## src/rtl/bpu_update_ctrl.sv

```systemverilog
// rtl/bpu_update_ctrl.sv - branch resolution update queue and mispredict recovery FSM
// Optional macro BPU_UPDATE_STATS_EN builds saturating branch/mispredict counters.
module bpu_update_ctrl #(
    parameter int DEPTH = 4,
    parameter int PC_W  = 8
) (
    input  logic            clk,
    input  logic            reset,
    input  logic            res_valid,
    input  logic [PC_W-1:0] res_pc,
    input  logic            res_taken,
    input  logic            res_pred,
    input  logic [PC_W-1:0] res_target,
    input  logic [PC_W-1:0] res_fallthru,
    input  logic            stall,
    output logic            res_ready,
    output logic            upd_branch,
    output logic [PC_W-1:0] upd_pc,
    output logic            upd_taken,
    output logic            flush,
    output logic            redirect_valid,
    output logic [PC_W-1:0] redirect_pc,
    output logic [15:0]     branch_cnt,
    output logic [15:0]     mispred_cnt
);

    localparam int AW = $clog2(DEPTH);
    localparam int CW = AW + 1;

    typedef enum logic [1:0] {
        IDLE    = 2'd0,
        FLUSH   = 2'd1,
        RECOVER = 2'd2
    } state_t;

    state_t          state, state_nxt;
    logic [PC_W:0]   mem [DEPTH];
    logic [AW-1:0]   wr_ptr, rd_ptr;
    logic [CW-1:0]   count;
    logic            empty, full, accept, mispred;

    assign empty      = (count == '0);
    assign full       = (count == CW'(DEPTH));
    assign mispred    = (res_taken != res_pred);
    assign upd_branch = !empty && !stall;
    assign upd_pc     = mem[rd_ptr][PC_W:1];
    assign upd_taken  = mem[rd_ptr][0];

    always_comb begin
        state_nxt      = state;
        res_ready      = 1'b0;
        accept         = 1'b0;
        flush          = 1'b0;
        redirect_valid = 1'b0;
        case (state)
            IDLE: begin
                res_ready = !full;
                accept    = res_valid && !full;
                if (accept && mispred)
                    state_nxt = FLUSH;
            end
            FLUSH: begin
                flush          = 1'b1;
                redirect_valid = 1'b1;
                state_nxt      = RECOVER;
            end
            RECOVER: state_nxt = IDLE;
            default: state_nxt = IDLE;
        endcase
    end

    always_ff @(posedge clk or negedge reset) begin
        if (!reset) begin
            state       <= IDLE;
            wr_ptr      <= '0;
            rd_ptr      <= '0;
            count       <= '0;
            redirect_pc <= '0;
        end else begin
            state <= state_nxt;
            if (accept)
                wr_ptr <= wr_ptr + AW'(1);
            if (upd_branch)
                rd_ptr <= rd_ptr + AW'(1);
            case ({accept, upd_branch})
                2'b10:   count <= count + CW'(1);
                2'b01:   count <= count - CW'(1);
                default: count <= count;
            endcase
            // Target is captured at accept so it is stable throughout FLUSH and held afterwards.
            if (accept && mispred)
                redirect_pc <= res_taken ? res_target : res_fallthru;
        end
    end

    always_ff @(posedge clk) begin
        if (accept)
            mem[wr_ptr] <= {res_pc, res_taken};
    end

`ifdef BPU_UPDATE_STATS_EN
    always_ff @(posedge clk or negedge reset) begin
        if (!reset) begin
            branch_cnt  <= '0;
            mispred_cnt <= '0;
        end else begin
            if (accept && branch_cnt != 16'hFFFF)
                branch_cnt <= branch_cnt + 16'd1;
            if (accept && mispred && mispred_cnt != 16'hFFFF)
                mispred_cnt <= mispred_cnt + 16'd1;
        end
    end
`else
    assign branch_cnt  = 16'd0;
    assign mispred_cnt = 16'd0;
`endif

endmodule

```

## config.mk

```make
export PLATFORM = sky130hd
export DESIGN_NAME = bpu_update_ctrl
export DESIGN_NICKNAME = d
export VERILOG_FILES = /design/src/rtl/bpu_update_ctrl.sv
export SDC_FILE = /design/constraint.sdc
export NUM_CORES = 1
export LEC_CHECK = 0
export CORE_MARGIN = 2
export CORE_UTILIZATION = 50
export DETAILED_ROUTE_END_ITERATION = 16
export GPL_TIMING_DRIVEN = 0
export PLACE_DENSITY = 0.95
export SLEW_MARGIN = 20
export SYNTH_ARGS = -nofsm -noshare
export SYNTH_HDL_FRONTEND = slang
export SYNTH_SLANG_ARGS = --single-unit
```

## constraint.sdc

```tcl
create_clock -name clk -period 3.8 [get_ports clk]
set_input_delay 0.76 -clock clk [delete_from_list [all_inputs] [get_ports clk]]
set_output_delay 0.76 -clock clk [all_outputs]
set_load 0.02 [all_outputs]
```

* After elaboration in Yosys (flattened, before gate mapping)
Memory sizes are Yosys's and may differ from the RTL's.
Index checks and enable logic that the tools add are counted.
** Word-level totals
- Memories kept :: 1
- Logic and storage cells :: 35
- RAM bits :: 36
- Register bits after elaboration :: 17
- Output and inout port bits :: 53
- Input bits :: 30
** Operators by class
- Add/subtract/negate cells :: 4
- Multiplexer cells :: 9
- Reduce and logical (&&, ||, !) cells :: 10
- Equal/unequal tests :: 6
** Memory list
- mem :: depth 4, bits a word 9, read ports 1, clocked after memory_dff 0, write ports 1, RTL line 37 : logic [PC_W:0] mem [DEPTH];
** Operators with widths (count)
- $mux W8 :: 1
- $pmux W3 S2 :: 1
- $mux W1 :: 5
- $add A2 B1 Y2 const B :: 2
- $eq A2 B1 Y1 const B :: 2
- $logic_and A1 B1 Y1 :: 4
- $pmux W2 S2 :: 1
- $add A3 B1 Y3 const B :: 1
- $eq A3 B3 Y1 const B :: 1
- $logic_not A1 Y1 :: 3
- $logic_not A3 Y1 :: 1
- $sub A3 B1 Y3 const B :: 1
- $eq A2 B2 Y1 const B :: 1
- $logic_not A2 Y1 :: 1
- $mux W2 :: 1
- $ne A2 B2 Y1 const B :: 1
- $reduce_bool A2 Y1 :: 1
- $ne A1 B1 Y1 :: 1

* Longest topological paths before layout
Gate-level depths: netlist of the first run.
- Depth after elaboration :: 6
- Gate-level depth with buffers :: 10
- Gate-level depth less buffers :: 9

* Worst setup path after synthesis of the first run
No wires, ideal clock.
- Kind :: input -> register
- Start :: input port stall
- End :: register count[2]
- Arrival :: 2.262 ns
- Data required time :: 3.721 ns
- Setup slack :: 1.458 ns
- Setup time :: 0.079 ns
- Stages :: 7
- Path buffers :: 0
- Cell sequence :: nor2_1 ha_1 inv_1 fa_1 xor2_1 nor2_1 xor2_1
** Between the ends
- Longest elaborated chain between the ends :: 4
- Elaborated cells on any way between the ends :: 6
- Classes of those cells :: 2 x eq/ne; 1 x mux; 3 x reduce/logical
** Ends and longest elaborated chain
- start, declared :: RTL line 15 : input logic stall,
- $logic_not A1 Y1 * :: RTL line 45 : assign upd_branch = !empty && !stall;
- $logic_and A1 B1 Y1 * :: RTL line 45
- $eq A2 B1 Y1 / $eq A2 B2 Y1 (equally long branches) :: RTL line 85 : case ({accept, upd_branch})
- $pmux W3 S2 / $reduce_bool A2 Y1 (equally long branches)
- end signal, assigned :: RTL line 86 : 2'b10: count <= count + CW'(1);
- end signal, assigned :: RTL line 87 : 2'b01: count <= count - CW'(1);
- end signal, assigned :: RTL line 88 : default: count <= count;
- end, declared :: RTL line 39 : logic [CW-1:0] count;
Every way passes the cells marked *; elsewhere a longest branch is shown, timed or not.
A chain may end at the register's enable or synchronous reset.

* Worst setup path after layout of the first run
- Start :: input port stall
- End :: output port upd_branch
** Between the ends
- Longest elaborated chain between the ends :: 2
** Ends and longest elaborated chain
- $logic_not A1 Y1 :: RTL line 45
- $logic_and A1 B1 Y1 :: RTL line 45
- end, declared :: RTL line 17 : output logic upd_branch,
Every way passes these cells.

==> impl_metrics.py, run 1 <==
metrics = {
    "drt": {
        "drc": 0,
        "dr_total_vias": 1643,
        "drtAntennaViolNets": 0,
        "dr.pass1.iters": 4,
        "drtIter0Drc": 79,
        "routed_via_density": 4.749,
        "wire_per_inst_um": 13.75,
        "wirelength_mm": 4.758,
    },
    "worst_setup_path": {
        "end_kind": "output port",
        "crit_required_ns": 3.04,
        "critical_path_class": "in -> out",
        "r2r-end": "count[2]$_DFFE_PN0P_",
        "rrSetupSlack_ns": 1.45,
        "worstPathMaxFanout": 4,
        "slowest_delay_ns": 0.70,
        "path_common_cell": "clkdlybuf4s50_1",
        "reg2reg_from": "count[0]$_DFFE_PN0P_",
        "cp_slowest_cell": "clkdlybuf4s50_1",
        "arrival_ns": 2.16,
        "crit_chain": "clkdlybuf4s50_1, nor2_1, clkdlybuf4s50_1",
        "startpoint_type": "primary input",
        "reg2reg_depth": 10,
    },
    "logic_synthesis": {
        "synth.avg_cell_area_um2": 13.76,
        "yosys_warnings": 0,
        "synth_edf_count": 36,
        "yosysSeqAreaShare_pct": 58.25,
        "yosysUniqueCellTypes": 31,
        "ys_ff_latch": 53,
        "ys.flop_type": "edfxtp_1",
        "async_flop_share_pct": 32.08,
        "syn-instance-count": 188,
        "syn_area_mm2": 0.002586,
    },
    "timing": {
        "layout_min_cycle_time_ns": 2.922,
        "finalCritPeriodShare_pct": 76.89,
        "fmax_mhz": 342.3,
        "hold_viol_final": 0,
        "rsz0062_at_grt": "false",
        "holdWs_ns": 0.4662,
        "worst_pin_slew_ns": 0.7564,
        "tns_ns": 0,
        "setup_viol": 0,
        "skew_ns": 0.008455,
        "max_slew_margin_pct": 49.42,
        "maxSlewViolCount": 0,
    },
    "cts": {
        "clk_pin_slew_ns": 0.09,
        "post-cts-setup-buffer-count": 0,
        "root_buffer": "clkbuf_8",
        "numCtsBuffers": 5,
        "cts.hold.buffers_added": 0,
        "clk_latency_ns": 0.31,
        "cts_resized": 0,
        "h-tree-depth": 2,
        "clock-sinks": 53,
        "ctsLongestPathBuffers": 2,
        "cts_tree": "yes",
    },
    "die": {
        "start_util_pct": 51.29,
        "fp.dieH_um": 75.92,
        "coreArea_mm2": 0.005042,
        "die_width_um": 75.92,
        "ios": 83,
        "rows": 26,
        "dieArea_mm2": 0.005764,
    },
    "global_route": {
        "antenna_found_initial": 0,
        "grt_pass1_vias": 1589,
        "grt_usage_pct": 17.11,
        "grt_pass1_wl_mm": 7.693,
        "gr-total-overflow": 0,
        "grt_max_degree": 18,
    },
    "worst_hold_path": {
        "holdPathStages": 1,
        "min_from": "state[1]$_DFFE_PN0P_",
        "min_path_type": "reg -> reg",
        "whs_endpoint": "state[1]$_DFFE_PN0P_",
    },
    "pwr": {
        "power_density_mw_per_mm2": 656.7,
        "power_leakage_nw": 1.411,
        "power_mw": 2.230,
        "ir_drop_mv": 0.3580,
    },
    "placed_design": {
        "post-dp-hpwl_mm": 3.589,
        "gp_congestion": 0.7133,
        "port_buffers": 49,
        "placed_area_mm2": 0.003281,
    },
    "cells_and_area": {
        "drive_gt1_share_pct": 23.91,
        "n_antenna_cell": 0,
        "fin_nets": 311,
        "fin_area_mm2": 0.003396,
        "syn_to_final_growth_pct": 31.30,
    },
    "status": {
        "status": "complete, no violations",
    },
    "flow_run": {
        "drv_cap": 0,
    },
}
-- registers in the layout (all words and copies together) (netlist names) --
signal / flops
redirect_pc: 8
mem: 36
rd_ptr: 2
count: 3
state: 2
wr_ptr: 2
-- cell families (layout without fill, tap and decap cells) --
logic type | Yosys count | after routing | synth area share (%)
DFF | 53 | 53 | 58.25
and+or+nand+nor | 49 | 49 | 11.71
buffers and inverters | 47 | 104 | 12.67
AOI/OAI and AO/OA | 16 | 16 | 3.773
muxes | 10 | 10 | 8.224
adders and majority gates | 6 | 6 | 3.193
xor gates and xnor gates | 6 | 6 | 2.032
other | 1 | 32 | 0.1450
-- final cells by class --
type / count / area, um2
Fill cell: 374 / 1647
Sequential cell: 53 / 1506
Multi-Input combinational cell: 119 / 868.3
Timing Repair Buffer: 49 / 490.5
Buffer: 41 / 304.0
Tap cell: 70 / 87.58
Clock buffer: 5 / 68.82
Clock inverter: 3 / 46.29
Inverter: 6 / 23.77
-- through the flow --
stage / util [%] / setup slack (ns) / instances
final: 67.34 / 0.8782 / 346
after global routing: 67.34 / 0.8090 / 346
after CTS: 67.34 / 0.8659 / 346
after detailed placement: 65.06 / 0.9114 / 338
after global placement: 65.06 / 0.8962 / 338
after floorplan: - / 1.458 / 219
-- layout by cell type (no fill, tap or decap), types with 3 or more instances in the layout --
cell type / instances
ha_1: 5
xor2_1: 3
inv_1: 5
xnor2_1: 3
dfrtp_1: 17
nor3b_1: 6
nor2_1: 9
buf_2: 3
mux4_2: 9
clkbuf_8: 5
conb_1: 32
clkdlybuf4s50_1: 49
edfxtp_1: 36
and2_1: 5
buf_4: 34
nor3_1: 12
nor3_2: 7
a21oi_1: 7
nand2_1: 3
a21o_1: 6
-- cells in the mapped netlist (2+ instances only) --
master    number  share of area (%)
nand2_1        3               0.44
xnor2_1        3                1.0
inv_1          5               0.73
dfrtp_1       17                 16
and2_1         5                1.2
nor3_2         7                2.7
buf_2          3               0.58
nor2_1         9                1.3
nor3_1        12                2.3
nand2b_1       2               0.48
xor2_1         3                1.0
a21oi_1        7                1.4
edfxtp_1      36                 42
a21o_1         6                1.7
ha_1           5                2.4
a31oi_1        2               0.48
clkbuf_1       2               0.29
mux4_2         9                7.8
nor3b_1        6                1.7
nor2b_1        2               0.48
buf_4         34                9.9
-- per-layer routing --
layer	vias to the layer above	GRT usage [%]	share of wire (%)
met5	-	0	0
met4	0	7.273	2.7
met3	12	4.643	4.9
met2	57	29.29	53
met1	796	20.44	39
li1	778	-	-
-- where the power goes --
part | switching, mW | total, mW | internal (mW)
logic | 0.507 | 0.994 | 0.486
registers | 0.0809 | 0.856 | 0.775
clock network | 0.184 | 0.381 | 0.197
total | 0.772 | 2.23 | 1.46
-- worst max path at each step --
stage                                 endpoint                   from  cells after the start  slack [ns]
after floorplan           count[2]$_DFFE_PN0P_                  stall                      7        1.46
after global placement              upd_branch                  stall                      3        0.90
after detailed placement            upd_branch                  stall                      3        0.91
after CTS                            upd_pc[4]  rd_ptr[0]$_DFFE_PN0P_                      3        0.87
after global routing                 upd_pc[4]  rd_ptr[0]$_DFFE_PN0P_                      3        0.81
final                               upd_branch                  stall                      3        0.88
-- worst max-delay path, delay by kind of cell --
| kind | cells | cell delay [ns] |
|---|---|---|
| AND/OR/NAND/NOR | 1 | 0.31 |
| buffers and inverters | 2 | 1.10 |
Note: power is estimated with default switching activity, not from simulation.
==> run 2, diff against run 1 <==
--- a/config.mk
+++ b/config.mk
@@ -6,10 +6,10 @@
 export NUM_CORES = 1
 export LEC_CHECK = 0
 export CORE_MARGIN = 2
-export CORE_UTILIZATION = 50
+export CORE_UTILIZATION = 46
 export DETAILED_ROUTE_END_ITERATION = 16
 export GPL_TIMING_DRIVEN = 0
-export PLACE_DENSITY = 0.95
+export PLACE_DENSITY = 0.91
 export SLEW_MARGIN = 20
 export SYNTH_ARGS = -nofsm -noshare
 export SYNTH_HDL_FRONTEND = slang
==> constraint.sdc (replaced) <==
create_clock -name clk -period 2.9 [get_ports clk]
set_input_delay 0.58 -clock clk [delete_from_list [all_inputs] [get_ports clk]]
set_output_delay 0.58 -clock clk [all_outputs]
set_load 0.02 [all_outputs]
==> impl_metrics.py, run 2 (same netlist as run 1, synthesis figures left out) <==
metrics = {
    "placed_design": {
        "post-dp-hpwl_mm": 3.457,
        "pre_cts_slack_ns": 0.3484,
        "gp_congestion": 0.7865,
        "port_buffers": 49,
    },
    "cells_and_area": {
        "layout_common_cells": "49 x clkdlybuf4s50_1, 36 x edfxtp_1, 34 x buf_4, 32 x conb_1, 17 x dfrtp_1",
        "final_common_cell": "clkdlybuf4s50_1",
        "drive_gt1_share_pct": 23.91,
        "largest_reg_flops": 36,
        "reg_top3": "mem x36, redirect_pc x8, count x3",
        "n_antenna_cell": 0,
        "syn_to_final_growth_pct": 30.43,
        "fin_nets": 311,
        "largest-register": "mem",
        "utilization_pct": 61.64,
    },
    "global_route": {
        "grt_pass1_vias": 1587,
        "grt_usage_pct": 14.97,
        "gr-total-overflow": 0,
        "antenna_found_initial": 0,
        "grt_max_degree": 18,
        "grt_pass1_wl_mm": 7.210,
    },
    "drt": {
        "wirelength_mm": 4.676,
        "drtIter0Drc": 44,
        "drc": 0,
        "wire_per_inst_um": 13.44,
        "dr.pass1.iters": 4,
        "m1WireLength_mm": 1.903,
        "met3WireLength_um": 182,
        "top_layer": "met4",
        "routed_via_density": 4.569,
        "drtAntennaViolNets": 0,
        "met2_length_mm": 2.573,
        "dr_total_vias": 1590,
    },
    "worst_hold_path": {
        "holdPathStages": 1,
        "min_from": "state[1]$_DFFE_PN0P_",
        "min_path_type": "reg -> reg",
        "whs_endpoint": "state[1]$_DFFE_PN0P_",
    },
    "timing": {
        "setup_viol": 0,
        "max_slew_margin_pct": 45.97,
        "finalCritPeriodShare_pct": 92.69,
        "maxSlewViolCount": 0,
        "layout_min_cycle_time_ns": 2.688,
        "rsz0062_at_grt": "false",
        "skew_ns": 0.007208,
        "fmax_mhz": 372.0,
        "tns_ns": 0,
        "worst_pin_slew_ns": 0.8079,
        "fin_ws_ns": 0.2121,
        "holdWs_ns": 0.4611,
        "hold_viol_final": 0,
    },
    "pwr": {
        "power_density_mw_per_mm2": 836.5,
        "ir_drop_mv": 0.5265,
        "power_leakage_nw": 1.401,
    },
    "cts": {
        "clock-sinks": 53,
        "post-cts-setup-buffer-count": 0,
        "cts_tree": "yes",
        "numCtsBuffers": 5,
        "cts_resized": 0,
        "ctsLongestPathBuffers": 2,
        "clk_latency_ns": 0.30,
        "clk_pin_slew_ns": 0.10,
        "h-tree-depth": 2,
        "cts.hold.buffers_added": 0,
        "root_buffer": "clkbuf_8",
    },
    "worst_setup_path": {
        "critical_path_class": "reg -> out",
        "r2r-end": "count[2]$_DFFE_PN0P_",
        "startpoint_type": "register",
        "reg2reg_from": "count[1]$_DFFE_PN0P_",
        "crit_required_ns": 2.32,
        "rrSetupSlack_ns": 0.57,
        "arrival_ns": 2.11,
        "end_kind": "output port",
        "reg2reg_depth": 10,
        "worstPathMaxFanout": 10,
    },
    "die": {
        "dieArea_mm2": 0.006238,
        "ios": 83,
        "start_util_pct": 47.26,
        "fp.dieH_um": 78.98,
        "die_width_um": 78.98,
        "coreArea_mm2": 0.005473,
        "rows": 27,
    },
    "flow_run": {
        "drv_cap": 0,
    },
    "status": {
        "status": "complete, no violations",
    },
}
==> run 2: worst max-delay path, stage by stage, from the launching register on <==
cell             delay [ns]
dfrtp_1                0.38
buf_2                  0.32
mux4_2                 0.56
clkdlybuf4s50_1        0.56
==> run 2: final cells by class <==
| class | instances | area [um2] |
|---|---|---|
| clock buffers | 5 | 68.82 |
| plain buffers | 41 | 304.0 |
| repair buffers | 49 | 490.5 |
| multi-input cells | 119 | 868.3 |
| fillers | 443 | 2100 |
| flip-flops and latches | 53 | 1506 |
| well taps | 72 | 90.09 |
| clock inverters | 3 | 21.27 |
| inverters | 6 | 23.77 |
==> run 2: per-layer routing <==
layer  global-route usage, %  up-vias
met3                   4.091        2
met4                   3.103        0
met2                   28.05       30
li1                        -      770
met1                   17.02      788
met5                       0        -
==> run 2: worst max-delay path by stage <==
stage                                startpoint                    to  slack, ns
after detailed placement                  stall            upd_branch       0.35
after CTS                 rd_ptr[0]$_DFFE_PN0P_             upd_pc[0]       0.16
after global placement                    stall            upd_branch       0.33
after global routing      rd_ptr[0]$_DFFE_PN0P_             upd_pc[0]       0.12
after floorplan            count[0]$_DFFE_PN0P_  count[2]$_DFFE_PN0P_       0.74
final                     rd_ptr[0]$_DFFE_PN0P_             upd_pc[0]       0.21
==> run 2: metrics by stage <==
stage / instance area [um2] / std cells / total power [mW]
floorplan: 2703 / 219 / 1.955
global placement: 3283 / 340 / 2.392
detailed placement: 3283 / 340 / 2.439
CTS: 3373 / 348 / 2.850
global route: 3373 / 348 / 2.985
finish: 3373 / 348 / 2.822
==> run 2: power breakdown <==
group / switching, mW / internal [mW] / total, mW / leakage, nW
Sequential: 0.0955 / 1.01 / 1.11 / 0.531
Combinational: 0.661 / 0.638 / 1.30 / 0.825
Clock: 0.241 / 0.172 / 0.413 / 0.0445
Total: 0.998 / 1.82 / 2.82 / 1.40
==> run 3, diff against run 2 <==
--- a/config.mk
+++ b/config.mk
@@ -10,7 +10,6 @@
 export DETAILED_ROUTE_END_ITERATION = 16
 export GPL_TIMING_DRIVEN = 0
 export PLACE_DENSITY = 0.91
-export SLEW_MARGIN = 20
 export SYNTH_ARGS = -nofsm -noshare
 export SYNTH_HDL_FRONTEND = slang
 export SYNTH_SLANG_ARGS = --single-unit
==> results of run 3 <==
No change in the layout: final DEF, timing and power equal those of run 2.
